`src/rtl/johnson_pkg.sv`:
```
// Shared definitions for Johnson (twisted-ring) count links.
// Provides the lock FSM state type, the default word width, and pure
// helpers that classify a Johnson word and map it to its sequence index.
package johnson_pkg;

  // Default Johnson word width; the sequence has 2*JC_N states.
  localparam int unsigned JC_N    = 4;
  // Widest word the helper functions accept; narrower words are zero-extended.
  localparam int unsigned JC_NMAX = 16;

  typedef enum logic [1:0] {
    HUNT   = 2'd0,
    VERIFY = 2'd1,
    LOCKED = 2'd2
  } jc_state_e;

  // Legal iff at most one adjacent-bit transition among the low n bits.
  function automatic logic jc_legal(input logic [JC_NMAX-1:0] word,
                                    input int unsigned        n);
    int unsigned diffs;
    diffs = 0;
    for (int unsigned i = 0; i < JC_NMAX - 1; i++) begin
      if ((i + 1 < n) && (word[i] ^ word[i+1])) diffs++;
    end
    return (diffs <= 1);
  endfunction

  // Sequence index: ones fill from the MSB for the first half, then drain.
  function automatic int unsigned jc_index(input logic [JC_NMAX-1:0] word,
                                           input int unsigned        n);
    int unsigned ones;
    ones = 0;
    for (int unsigned i = 0; i < JC_NMAX; i++) begin
      if ((i < n) && word[i]) ones++;
    end
    if (word[n-1] || (ones == 0)) return ones;
    return 2 * n - ones;
  endfunction

endpackage

```
`src/rtl/johnson_word_decode.sv`:
```
// Combinational Johnson word classifier.
// Ports: code (N-bit Johnson word) -> legal_c (word is a valid code),
//        index_c (sequence index 0..2N-1, forced to 0 when illegal).
module johnson_word_decode
  import johnson_pkg::*;
#(
  parameter int unsigned N = JC_N
) (
  input  logic [N-1:0]             code,
  output logic                     legal_c,
  output logic [$clog2(2*N)-1:0]   index_c
);

  localparam int unsigned IW = $clog2(2 * N);

  logic [JC_NMAX-1:0] word_ext;

  assign word_ext = JC_NMAX'(code);

  always_comb begin
    legal_c = jc_legal(word_ext, N);
    index_c = '0;
    if (legal_c) index_c = IW'(jc_index(word_ext, N));
  end

endmodule

```
`src/rtl/johnson_decoder.sv`:
```
// Johnson count receiver: decodes each word to its binary index, checks
// legality and continuity, and tracks lock on a well-formed count stream.
// Ports: clk, reset (sync, active-high); in_valid/in_code input word;
//        out_valid/out_index/out_illegal/out_seq_err per-word results one
//        cycle later; locked lock status; err_count saturating error tally.
module johnson_decoder
  import johnson_pkg::*;
#(
  parameter int unsigned N        = JC_N,
  parameter int unsigned LOCK_CNT = 3,
  parameter int unsigned ERRW     = 8
) (
  input  logic                     clk,
  input  logic                     reset,
  input  logic                     in_valid,
  input  logic [N-1:0]             in_code,
  output logic                     out_valid,
  output logic [$clog2(2*N)-1:0]   out_index,
  output logic                     out_illegal,
  output logic                     out_seq_err,
  output logic                     locked,
  output logic [ERRW-1:0]          err_count
);

  localparam int unsigned IW       = $clog2(2 * N);
  localparam int unsigned RW       = $clog2(LOCK_CNT + 1);
  localparam int unsigned IDX_LAST = 2 * N - 1;
  localparam logic [RW-1:0] RUN_LAST = RW'(LOCK_CNT - 1);

  jc_state_e       state, state_n;
  logic [IW-1:0]   prev, prev_n;
  logic [RW-1:0]   run, run_n;
  logic [IW-1:0]   index_n;
  logic            illegal_n, seq_err_n;

  logic            legal_c;
  logic [IW-1:0]   index_c;
  logic [IW-1:0]   succ_c;
  logic            is_hold_c, is_succ_c;

  johnson_word_decode #(.N(N)) u_decode (
    .code    (in_code),
    .legal_c (legal_c),
    .index_c (index_c)
  );

  // Expected next index, wrapping 2N-1 back to 0 for any N.
  assign succ_c    = (prev == IW'(IDX_LAST)) ? '0 : prev + IW'(1);
  assign is_hold_c = (index_c == prev);
  assign is_succ_c = (index_c == succ_c);

  // Next-state and per-word flag logic; idle cycles leave everything as is.
  always_comb begin
    state_n   = state;
    prev_n    = prev;
    run_n     = run;
    index_n   = '0;
    illegal_n = 1'b0;
    seq_err_n = 1'b0;
    if (in_valid) begin
      if (!legal_c) begin
        illegal_n = 1'b1;
        state_n   = HUNT;
      end else begin
        index_n = index_c;
        prev_n  = index_c;
        case (state)
          HUNT: begin
            state_n = VERIFY;
            run_n   = '0;
          end
          VERIFY: begin
            if (is_hold_c) begin
              run_n = run;
            end else if (is_succ_c) begin
              run_n = run + RW'(1);
              if (run == RUN_LAST) state_n = LOCKED;
            end else begin
              run_n = '0;
            end
          end
          LOCKED: begin
            if (!is_hold_c && !is_succ_c) begin
              seq_err_n = 1'b1;
              state_n   = VERIFY;
              run_n     = '0;
            end
          end
          default: state_n = HUNT;
        endcase
      end
    end
  end

  // State, history and output registers.
  always_ff @(posedge clk) begin
    if (reset) begin
      state       <= HUNT;
      prev        <= '0;
      run         <= '0;
      out_valid   <= 1'b0;
      out_index   <= '0;
      out_illegal <= 1'b0;
      out_seq_err <= 1'b0;
      locked      <= 1'b0;
      err_count   <= '0;
    end else begin
      state       <= state_n;
      prev        <= prev_n;
      run         <= run_n;
      out_valid   <= in_valid;
      out_index   <= index_n;
      out_illegal <= illegal_n;
      out_seq_err <= seq_err_n;
      locked      <= (state_n == LOCKED);
      if ((illegal_n || seq_err_n) && (err_count != {ERRW{1'b1}}))
        err_count <= err_count + ERRW'(1);
    end
  end

endmodule
```
`config.mk`:
```
export PLATFORM = sky130hd
export DESIGN_NAME = johnson_decoder
export DESIGN_NICKNAME = d
export VERILOG_FILES = /design/src/rtl/johnson_pkg.sv /design/src/rtl/johnson_word_decode.sv /design/src/rtl/johnson_decoder.sv
export SDC_FILE = /design/constraint.sdc
export NUM_CORES = 1
export LEC_CHECK = 0
export BUFFER_PORTS_ARGS = -buffer_cell sky130_fd_sc_hd__buf_2
export CORE_MARGIN = 2
export CORE_UTILIZATION = 35
export DETAILED_ROUTE_END_ITERATION = 8
export PLACE_DENSITY = 0.66
export SLEW_MARGIN = 25
export SYNTH_ARGS = -nofsm -noshare
export SYNTH_HDL_FRONTEND = slang
export SYNTH_SLANG_ARGS = --single-unit
```
`constraint.sdc`:
```
create_clock -name clk -period 5.8 [get_ports clk]
set_input_delay 0 -clock clk [delete_from_list [all_inputs] [get_ports clk]]
set_output_delay 0 -clock clk [all_outputs]
set_load 0.02 [all_outputs]
```
==> impl_metrics.csv <==
group,metric,value,unit
outcome,outcome,"complete, no violations",
floorplan,pin_count,22,
route,drc,0,
sta,layout_min_cycle_time,3.18,ns
clock_network,cts_setup_buffers,0,
sta,rsz0062_at_grt,"false",
worst_setup_path,crit_arrival,3.32,ns
worst_setup_path,r2r_slack,3.42,ns
sta,finalSetupTns,0,ns
route,first_pass_iters,4,
synth,synth-seq-area-share,0.310,
sta,worst_slack,2.62,ns
sta,slew_violations,0,
synth,synth_seq_cells,22,
floorplan,rows,23,
place,place_hpwl,2100,microns
clock_network,cts_hold_buffers,0,
hold_path,hold_path_end,"prev[1]",
synth,synth_top_area_share,0.310,
global_routing,antenna_found_initial,0,
route,ant_nets,0,
place,dpl-instance-area,1540,sq um
synth,ys_async_sr_fraction,0,
floorplan,fp.dieW,67.7,microns
worst_setup_path,slowest_stage,"ha_1",
synth,synthTopCellsByArea,"dfxtp_1 31%, ha_1 7.9%, nor2_1 5.8%",
finish,final_nets,205,
place,gp_congestion,0.749,
synth,ys_warn_count,0,
hold_path,worstHoldPathCells,3,
route,drt-total-wl,2800,microns
synth,synth_area,1420,sq um
power_and_ir_drop,ir_drop,130,uV
worst_setup_path,worstRegToRegCells,9,
synth,netlist_instances,170,
place,io_buffers,21,
finish,area_delta_synth_final,13.1,%
power_and_ir_drop,p_leak,0.699,nW
clock_network,cts_buffer_depth,2,
clock_network,cts.sinks,22,
worst_setup_path,end_kind,"flop",
clock_network,clk_pin_slew,0.08,ns
worst_setup_path,cp.buffers_inverters,2,
clock_network,cts_tree,"built",
worst_setup_path,crit_chain,"buf_2 -> inv_1 -> ha_1 -> xnor3_2 -> ha_1 -> nor2_1 -> a31oi_4 -> mux2_2 -> o21a_1 -> a211o_1 -> a31oi_2 -> mux2i_1 -> nor2_1",
global_routing,grt.overflow.total,0,
sta,fmax,315,MHz
global_routing,grt_pass1_wl,4920,microns
worst_setup_path,crit_required,5.95,ns
hold_path,min_from,"in_valid",
sta,tightest_slew,0.557,ns
finish,multi_input_area,905,sq um
job,maxCapViolations,0,
sta,finalSetupViolCount,0,
synth,synth_flop_cell,"dfxtp_1",
clock_network,cts-root-buf,"clkbuf_8",
route,drt_iter0_drc,77,
worst_setup_path,timing.rr.start,"prev[0]",
power_and_ir_drop,power_density,226,nW/um^2
sta,fin_crit_sh,0.547,
finish,diodes,0,
sta,fin_skew,0.00344,ns
finish,final_cells,238,
floorplan,coreArea,3940,sq um
clock_network,postCtsResizedCells,0,
worst_setup_path,crit_fanout,14,
route,vias,1222,
route,post_drt_via_cell_ratio,5.13,
clock_network,clock_latency,0.26,ns
synth,synth_enable_flop_cells,0,
floorplan,die_area,4580,sq um
clock_network,cts_buffers,3,
finish,fillers,397,
floorplan,initial_utilization,0.360,
synth,synth.distinct_cells,47,
global_routing,gr-usage-all-layers,0.139,
route,wire_per_inst,11.8,microns
synth,syn_avg_cell_area,8.35,sq um
worst_setup_path,regToRegEndpoint,"err_count[1]",
place,placed_cells,234,
sta,relSlewSlack,0.628,
hold_path,min_path_type,"primary input to flop",
finish,final_area,1610,sq um
sta,hold-worst-slack,0.0665,ns
global_routing,grt_max_degree,19,
worst_setup_path,crit_family,"compound AO/OA/AOI/OAI gates",
worst_setup_path,cp-start-kind,"primary input",
worst_setup_path,worst-setup-path-type,"primary input to flop",
finish,layout-drive-gt1-share,0.186,
floorplan,die_y,67.7,microns
sta,hold_viol,0,
finish,register_area,440,sq um
synth,yosys-top-cells-count,"22 x dfxtp_1, 22 x nor2_1, 10 x a21oi_1, 10 x o21ai_0",
synth,synth_nets,186,
synth,synth_top_cell_by_area,"dfxtp_1",
worst_setup_path,cpPeakStageDelay,0.56,ns
clock_network,htree_levels,1,
global_routing,grt_pass1_vias,1094,
place,pre_cts_ws,2.05,ns
layer usage:
metal,global-route usage,wire [microns],vias to the layer above
met5,0,0,-
met4,0.0357,30,0
met2,0.212,1250,15
li1,-,-,649
met3,0.0433,122,4
met1,0.188,1400,554
cell families after synthesis:
group,Yosys count,share of synthesized area
buffers and inverters,17,0.0564
adders and majority gates,9,0.0794
and+or+nand+nor,69,0.263
AOI/OAI and AO/OA,43,0.214
xor gates and xnor gates,6,0.0476
DFF,22,0.310
muxes,4,0.0291
cells in the final DEF, fill, tap and decap left out, drive strengths merged, types with 2 or more instances in the layout:
master | Yosys | layout
nor2 | 22 | 22
dfxtp | 22 | 22
buf | 4 | 21
a21oi | 10 | 10
o21ai | 10 | 10
inv | 10 | 10
nand3 | 9 | 9
ha | 9 | 9
or3 | 6 | 6
nand2b | 5 | 5
nand2 | 5 | 5
a211o | 4 | 4
a211oi | 4 | 4
clkbuf | 3 | 4
nor3 | 4 | 4
and3 | 4 | 4
a31oi | 4 | 4
mux2i | 3 | 3
xnor2 | 3 | 3
and2 | 3 | 3
o21a | 3 | 3
nor2b | 2 | 2
nand3b | 2 | 2
xor2 | 2 | 2
o311ai | 2 | 2
nor3b | 2 | 2
flip-flops by register name, summed over array words and instances (netlist names):
signal / flops
err_count: 8
locked: 1
out_illegal: 1
out_index: 3
out_seq_err: 1
out_valid: 1
prev: 3
run: 2
state: 2
stage by stage:
stage	power (W)	util
after global routing	0.000387	0.407
after CTS	0.000368	0.406
after detailed placement	0.000257	0.392
final	0.000363	0.407
after global placement	0.000256	0.392
after floorplan	0.000239	-
worst reg2reg max path: stages (launching register included):
cell     delay [ns]
dfxtp_1        0.37
ha_1           0.22
ha_1           0.18
nor2_1         0.11
xor2_1         0.16
o31ai_1        0.11
a211o_1        0.31
a31oi_2        0.51
mux2i_1        0.24
nor2_1         0.05
worst max path at each step:
| stage | to | start | cells past startpoint |
|---|---|---|---|
| detailed placement | err_count[5] | in_code[1] | 13 |
| global route | err_count[4] | in_code[1] | 13 |
| global placement | err_count[1] | in_code[1] | 13 |
| floorplan | err_count[1] | in_code[0] | 15 |
| finish | err_count[1] | in_code[1] | 13 |
| CTS | err_count[5] | in_code[1] | 13 |
power breakdown:
group          internal (W)  switching (W)  total [W]
combinational     0.0000364      0.0000555  0.0000919
clock             0.0000605      0.0000476   0.000108
sequential         0.000157     0.00000595   0.000163
total              0.000254       0.000109   0.000363
layout make-up:
| cell class | count | area share |
|---|---|---|
| multi-input cells | 131 | 0.564 |
| flip-flops and latches | 22 | 0.274 |
| repair buffers | 21 | 0.0655 |
| well taps | 50 | 0.0390 |
| clock buffers | 4 | 0.0343 |
| inverters | 10 | 0.0234 |
(Power assumes the default switching activity.)
